**src/rtl/lanzador_bombas.sv**
```systemverilog
// Alien bomb launcher: draws random columns until a live one is found, then drops
// a single bomb on frame ticks and reports whether it ended by impact or by leaving.
module lanzador_bombas #(
  parameter int BITS_RESULTADO = 11,
  parameter int NUM_COLUMNAS   = 8,
  parameter int ANCHO_COLUMNA  = 64,
  parameter int X_ORIGEN       = 64,
  parameter int Y_INICIO       = 100,
  parameter int Y_LIMITE       = 470,
  parameter int PASO_Y         = 4,
  parameter int MAX_INTENTOS   = 4
) (
  input  logic                      clk,
  input  logic                      reset_n,
  input  logic                      tick_cuadro,
  input  logic                      habilitar,
  input  logic [BITS_RESULTADO-1:0] rand_in,
  output logic                      rand_tomar,
  input  logic [NUM_COLUMNAS-1:0]   columnas_vivas,
  input  logic                      impacto,
  output logic                      bomba_activa,
  output logic [BITS_RESULTADO-1:0] bomba_x,
  output logic [BITS_RESULTADO-1:0] bomba_y,
  output logic                      evento_fin,
  output logic                      fin_por_impacto
);

  localparam int BITS_COL = $clog2(NUM_COLUMNAS);
  localparam int BITS_INT = $clog2(MAX_INTENTOS + 1);

  localparam logic [1:0] REPOSO = 2'd0;
  localparam logic [1:0] ELEGIR = 2'd1;
  localparam logic [1:0] CAER   = 2'd2;
  localparam logic [1:0] FIN    = 2'd3;

  localparam logic [BITS_RESULTADO-1:0] X_CENTRO0  = BITS_RESULTADO'(X_ORIGEN + ANCHO_COLUMNA / 2);
  localparam logic [BITS_RESULTADO-1:0] ANCHO_W    = BITS_RESULTADO'(ANCHO_COLUMNA);
  localparam logic [BITS_RESULTADO-1:0] Y_INICIO_W = BITS_RESULTADO'(Y_INICIO);
  localparam logic [BITS_RESULTADO:0]   PASO_W     = (BITS_RESULTADO + 1)'(PASO_Y);
  localparam logic [BITS_RESULTADO:0]   LIMITE_W   = (BITS_RESULTADO + 1)'(Y_LIMITE);
  localparam logic [BITS_INT-1:0]       ULTIMO_INT = BITS_INT'(MAX_INTENTOS - 1);

  logic [1:0]                estado_r, estado_sig_s;
  logic [BITS_INT-1:0]       intentos_r, intentos_sig_s;
  logic [BITS_RESULTADO-1:0] x_r, x_sig_s;
  logic [BITS_RESULTADO-1:0] y_r, y_sig_s;
  logic                      fin_imp_r, fin_imp_sig_s;
  logic                      tomar_r, tomar_sig_s;
  logic                      activa_r, evento_r;
  logic [BITS_COL-1:0]       col_s;
  logic [BITS_RESULTADO-1:0] col_ext_s;
  logic [BITS_RESULTADO-1:0] x_col_s;
  logic [BITS_RESULTADO:0]   y_prox_s;

  assign col_s     = rand_in[BITS_COL-1:0];
  assign col_ext_s = {{(BITS_RESULTADO - BITS_COL){1'b0}}, col_s};
  assign x_col_s   = X_CENTRO0 + col_ext_s * ANCHO_W;
  // One extra bit so a bomb near the bottom cannot wrap back to the top
  assign y_prox_s  = {1'b0, y_r} + PASO_W;

  // Next-state and datapath decisions; rand_tomar is predicted one cycle ahead so it can be registered
  always_comb begin
    estado_sig_s   = estado_r;
    intentos_sig_s = intentos_r;
    x_sig_s        = x_r;
    y_sig_s        = y_r;
    fin_imp_sig_s  = fin_imp_r;
    tomar_sig_s    = 1'b0;
    case (estado_r)
      REPOSO: begin
        if (habilitar && tick_cuadro) begin
          estado_sig_s   = ELEGIR;
          intentos_sig_s = {BITS_INT{1'b0}};
          tomar_sig_s    = |columnas_vivas;
        end else begin
          estado_sig_s = REPOSO;
        end
      end
      ELEGIR: begin
        if (!tomar_r || !habilitar || (columnas_vivas == {NUM_COLUMNAS{1'b0}})) begin
          estado_sig_s = REPOSO;
        end else if (columnas_vivas[col_s]) begin
          estado_sig_s = CAER;
          x_sig_s      = x_col_s;
          y_sig_s      = Y_INICIO_W;
        end else if (intentos_r == ULTIMO_INT) begin
          estado_sig_s = REPOSO;
        end else begin
          intentos_sig_s = intentos_r + {{(BITS_INT - 1){1'b0}}, 1'b1};
          tomar_sig_s    = 1'b1;
        end
      end
      CAER: begin
        if (impacto) begin
          estado_sig_s  = FIN;
          fin_imp_sig_s = 1'b1;
        end else if (tick_cuadro && (y_prox_s > LIMITE_W)) begin
          estado_sig_s  = FIN;
          fin_imp_sig_s = 1'b0;
        end else if (tick_cuadro) begin
          y_sig_s = y_prox_s[BITS_RESULTADO-1:0];
        end else begin
          estado_sig_s = CAER;
        end
      end
      FIN: begin
        estado_sig_s = REPOSO;
      end
      default: begin
        estado_sig_s = REPOSO;
      end
    endcase
  end

  // State, datapath and registered outputs
  always_ff @(posedge clk or negedge reset_n) begin
    if (!reset_n) begin
      estado_r   <= REPOSO;
      intentos_r <= {BITS_INT{1'b0}};
      x_r        <= {BITS_RESULTADO{1'b0}};
      y_r        <= {BITS_RESULTADO{1'b0}};
      fin_imp_r  <= 1'b0;
      tomar_r    <= 1'b0;
      activa_r   <= 1'b0;
      evento_r   <= 1'b0;
    end else begin
      estado_r   <= estado_sig_s;
      intentos_r <= intentos_sig_s;
      x_r        <= x_sig_s;
      y_r        <= y_sig_s;
      fin_imp_r  <= fin_imp_sig_s;
      tomar_r    <= tomar_sig_s;
      activa_r   <= (estado_sig_s == CAER);
      evento_r   <= (estado_sig_s == FIN);
    end
  end

  assign rand_tomar      = tomar_r;
  assign bomba_activa    = activa_r;
  assign bomba_x         = x_r;
  assign bomba_y         = y_r;
  assign evento_fin      = evento_r;
  assign fin_por_impacto = fin_imp_r;

endmodule

```
**config.mk**
```make
export PLATFORM = sky130hd
export DESIGN_NAME = lanzador_bombas
export DESIGN_NICKNAME = d
export VERILOG_FILES = /design/src/rtl/lanzador_bombas.sv
export SDC_FILE = /design/constraint.sdc
export NUM_CORES = 1
export LEC_CHECK = 0
export CAP_MARGIN = 0
export CELL_PAD_IN_SITES_DETAIL_PLACEMENT = 1
export CELL_PAD_IN_SITES_GLOBAL_PLACEMENT = 1
export CORE_MARGIN = 3
export CORE_UTILIZATION = 33
export DETAILED_ROUTE_END_ITERATION = 8
export HOLD_SLACK_MARGIN = 0.02
export PLACE_DENSITY = 0.82
export SKIP_CTS_REPAIR_TIMING = 1
export SYNTH_ARGS = -nofsm -noshare
export SYNTH_HDL_FRONTEND = slang
export SYNTH_SLANG_ARGS = --single-unit
```
**constraint.sdc**
```tcl
create_clock -name clk -period 2.8 [get_ports clk]
set_input_delay 0.56 -clock clk [delete_from_list [all_inputs] [get_ports clk]]
set_output_delay 0.56 -clock clk [all_outputs]
set_load 0.05 [all_outputs]
```
==> results by group, run 1 <==
Global route
  • Global-route wire length before repair: ~6200 µm
  • Vias in the first global route: about 1300
  • Number of antenna violations at the first check in global routing: 0
  • Pin count of the biggest net entering global routing: 24
  • Global router's overall resource usage: 0.153
  • Overflow left after global routing: 0

Setup path
  • Ordered list of cells on the worst path: clkdlybuf4s50_1, mux4_1, mux2i_1, or4b_1, a31o_2
  • Crit path buf inv count: 1
  • Data required time at the worst endpoint: 2.96 ns
  • CP Max Fanout: 7
  • CP startpoint kind: input pin
  • Cell with the largest stage delay on the worst path: sky130_fd_sc_hd__or4b_1
  • Largest stage delay on the critical path: 0.60 ns
  • Capturing element type of the critical path: register
  • WP data arrival: ~2.7 ns
  • Delay-heaviest family, CP: multiplexers
  • Category of the critical setup timing path: in2reg

Layout
  • Fin nets: 210
  • Ratio of cells with drive above 1 in the final layout: 0.0833
  • Final instance area: 0.00180 mm²
  • Post-layout instance count excluding filler cells: ~230
  • Area taken by flip-flops and latches: 576 µm²
  • Footprint of the multi-input gates: 713 µm²
  • Share of the core filled with cells: 0.466
  • Ant diodes: 0
  • Count of filler cells inserted in the layout: between 400 and 500
  • Synth-to-Final Area Change: 30.2%

Clock tree
  • Buffer levels on the longest clock path: 2
  • Clk slew on worst S/H paths: 0.09 ns
  • H-tree levels: 1
  • Skew-Pair Late Insertion Delay: 0.26 ns
  • Clock tree sinks: 23
  • Cell at the root of the clock tree: sky130_fd_sc_hd__clkbuf_8
  • Clock buffers created by TritonCTS: 3
  • TritonCTS clock tree: built

Logic synthesis
  • Cell area after synthesis: ~0.0014 mm²
  • Mean post-synth cell area: 9.51 µm²
  • Fraction of registers with async set/reset: 1.00
  • Area share of the leading cell type in the synthesized netlist: 0.417
  • Cell accounting for the most synthesized area: sky130_fd_sc_hd__dfrtp_1
  • Number of distinct standard cells referenced by the synthesized netlist: 44
  • Number of flops mapped to enable cells by yosys: 0
  • Gate Count Post-Synth: ~150
  • Primary flip-flop cell chosen by synthesis mapping: sky130_fd_sc_hd__dfrtp_1
  • Most common cell in the netlist: sky130_fd_sc_hd__dfrtp_1
  • Largest cells by area after synthesis: sky130_fd_sc_hd__dfrtp_1, sky130_fd_sc_hd__ha_1, sky130_fd_sc_hd__buf_4
  • Flop and latch count out of synthesis: 23
  • Commonest cells post-synth: sky130_fd_sc_hd__dfrtp_1, sky130_fd_sc_hd__nand2_1, sky130_fd_sc_hd__o21ai_0
  • Yosys warning count: 0
  • Share of synthesized area occupied by flip-flops and latches: 0.417

STA
  • Maximum clock frequency: 0.390 GHz
  • Final Hold Fails: 0
  • Final-report max-slew violation count: 0
  • Slew at the pin closest to its max-slew limit: a little over 0.5 ns
  • Clk_skew: around 0.00079 ns
  • Time the final worst path needs with I/O delays and setup: between 2 and 3 ns
  • Share of the cycle needed by the critical path after routing: 0.916
  • Unrepaired setup endpoints after global routing: no
  • Setup total negative slack: 0 ns
  • Final-report setup violation count: 0
  • Relative max-transition margin: 0.662

Power and ir drop
  • Leakage power: 0.804 nW
  • Peak supply drop: 0.353 mV
  • Total power divided by cell area: 749 mW/mm²
  • Overall Power: 0.00135 W

Drt
  • DRC Markers: 0
  • Detailed-routing iteration count for the pre-antenna-repair pass: 4
  • Post-route ant nets: 0
  • Drt wl/cell: between 15 and 20 µm
  • Total wire length after detailed routing: 3600 µm
  • Vias per cell: 5.36
  • Iteration-0 DRC count of the detailed router: between 90 and 100
  • Via Count: 1222

Die
  • Total Die Area: 0.00499 mm²
  • IO Count: 50
  • Die span in y: 70.6 µm
  • Starting density of the core: 0.358
  • Row cnt: 22
  • Placeable Area: 0.00385 mm²
  • Width of the chip: 70.6 µm

Placement
  • Final HPWL from detailed placement: 2820 µm
  • Quantity of I/O buffers inserted on ports: 33
  • Area after detailed placement: roughly 0.0017 mm²
  • Final weighted congestion in routability-driven placement: 0.883
  • Placed cells: 224

Flow run
  • Count of maximum capacitance violations: 0

Status
  • Outcome: finished, final reports clean

Hold path
  • Hold Path Class: reg2reg
[kinds of logic after synthesis]
logic type | after synthesis | share of synthesized area
simple gates | 53 | 0.205
compound gates | 34 | 0.171
flops | 23 | 0.417
buf+inv | 22 | 0.0844
mux | 6 | 0.0681
fa+ha+maj | 5 | 0.0454
other cells | 1 | 0.00272
xor+xnor | 1 | 0.00635
[power by group]
| group | internal (W) | switching, W | leakage (nW) |
|---|---|---|---|
| clock network | 0.000101 | 0.000114 | 0.0217 |
| logic | 0.000225 | 0.000416 | 0.482 |
| registers | 0.000402 | 0.0000870 | 0.301 |
| total | 0.000728 | 0.000617 | 0.804 |
[cell type report]
type                       instances  area share
multi-input combinational        107       0.397
tap                               48      0.0334
timing repair buffer              38       0.205
clock inverter                     1     0.00418
inverter                           8      0.0167
sequential                        23       0.321
clock buffer                       3      0.0230
[state kept, by name, indices dropped and copies added (netlist names)]
signal           cells
bomba_activa         1
bomba_x              5
bomba_y              9
estado_r             2
evento_fin           1
fin_por_impacto      1
intentos_r           3
rand_tomar           1
[tightest hold or removal path: stages (launching register included)]
cell                      delay (ns)
sky130_fd_sc_hd__dfrtp_1        0.35
sky130_fd_sc_hd__nand2_1        0.05
sky130_fd_sc_hd__o21ai_0        0.06
[worst paths after layout]
path | start | to | slack [ns] | cells after the start
max | rand_in[1] | intentos_r[1]$_DFFE_PN0P_ | 0.24 | 5
min | bomba_x[8]$_DFFE_PN0P_ | bomba_x[8]$_DFFE_PN0P_ | 0.49 | 2
max reg2reg | bomba_y[2]$_DFFE_PN0P_ | bomba_y[6]$_DFFE_PN0P_ | 0.49 | 7
min reg2reg | bomba_x[8]$_DFFE_PN0P_ | bomba_x[8]$_DFFE_PN0P_ | 0.49 | 2
max in group asynchronous | reset_n | bomba_y[10]$_DFFE_PN0P_ | 1.91 | 2
min in group asynchronous | reset_n | bomba_y[6]$_DFFE_PN0P_ | 0.65 | 2
[routing by layer]
metal  wire length (µm)  track usage  vias to the layer above  part of all wire
met2               1980        0.290                       34              0.55
met4                 17       0.0271                        0            0.0047
li1                   -            -                      581                 -
met1               1450        0.178                      603              0.40
met5                  0            0                        -                 0
met3                154       0.0341                        4             0.043
[cell usage in the layout (no fill, tap or decap), types with 2 or more instances in the layout]
| master | instances |
|---|---|
| sky130_fd_sc_hd__clkdlybuf4s50_1 | 33 |
| sky130_fd_sc_hd__dfrtp_1 | 23 |
| sky130_fd_sc_hd__nand2_1 | 13 |
| sky130_fd_sc_hd__o21ai_0 | 9 |
| sky130_fd_sc_hd__inv_1 | 8 |
| sky130_fd_sc_hd__nand3_1 | 8 |
| sky130_fd_sc_hd__conb_1 | 8 |
| sky130_fd_sc_hd__nor2_1 | 7 |
| sky130_fd_sc_hd__ha_1 | 5 |
| sky130_fd_sc_hd__buf_4 | 5 |
| sky130_fd_sc_hd__and3_1 | 4 |
| sky130_fd_sc_hd__and2_1 | 4 |
| sky130_fd_sc_hd__mux2i_1 | 3 |
| sky130_fd_sc_hd__nand2b_1 | 3 |
| sky130_fd_sc_hd__a21oi_1 | 3 |
| sky130_fd_sc_hd__clkbuf_8 | 3 |
| sky130_fd_sc_hd__or4_1 | 2 |
| sky130_fd_sc_hd__mux4_1 | 2 |
| sky130_fd_sc_hd__or3_1 | 2 |
| sky130_fd_sc_hd__a31oi_1 | 2 |
| sky130_fd_sc_hd__nor3_1 | 2 |
| sky130_fd_sc_hd__o22ai_1 | 2 |
| sky130_fd_sc_hd__o21ai_1 | 2 |
| sky130_fd_sc_hd__a31o_2 | 2 |
| sky130_fd_sc_hd__a22o_1 | 2 |
| sky130_fd_sc_hd__a221o_1 | 2 |
| sky130_fd_sc_hd__o221a_2 | 2 |
| sky130_fd_sc_hd__o211ai_1 | 2 |
[metrics by stage]
step | hold slack [ns] | setup WS (ns)
after floorplan | 0.264 | 0.464
after detailed placement | 0.480 | -0.0565
after global routing | 0.522 | 0.168
after CTS | 0.501 | 0.236
final | 0.492 | 0.236
after global placement | 0.450 | 0.0157
(Power assumes the default switching activity.)
==> inputs of run 2 (changes only) <==
--- a/config.mk
+++ b/config.mk
@@ -11,7 +11,6 @@
 export CORE_MARGIN = 3
 export CORE_UTILIZATION = 33
 export DETAILED_ROUTE_END_ITERATION = 8
-export HOLD_SLACK_MARGIN = 0.02
 export PLACE_DENSITY = 0.82
 export SKIP_CTS_REPAIR_TIMING = 1
 export SYNTH_ARGS = -nofsm -noshare
==> results of run 2 <==
No change in the layout: final DEF, timing and power equal those of run 1.
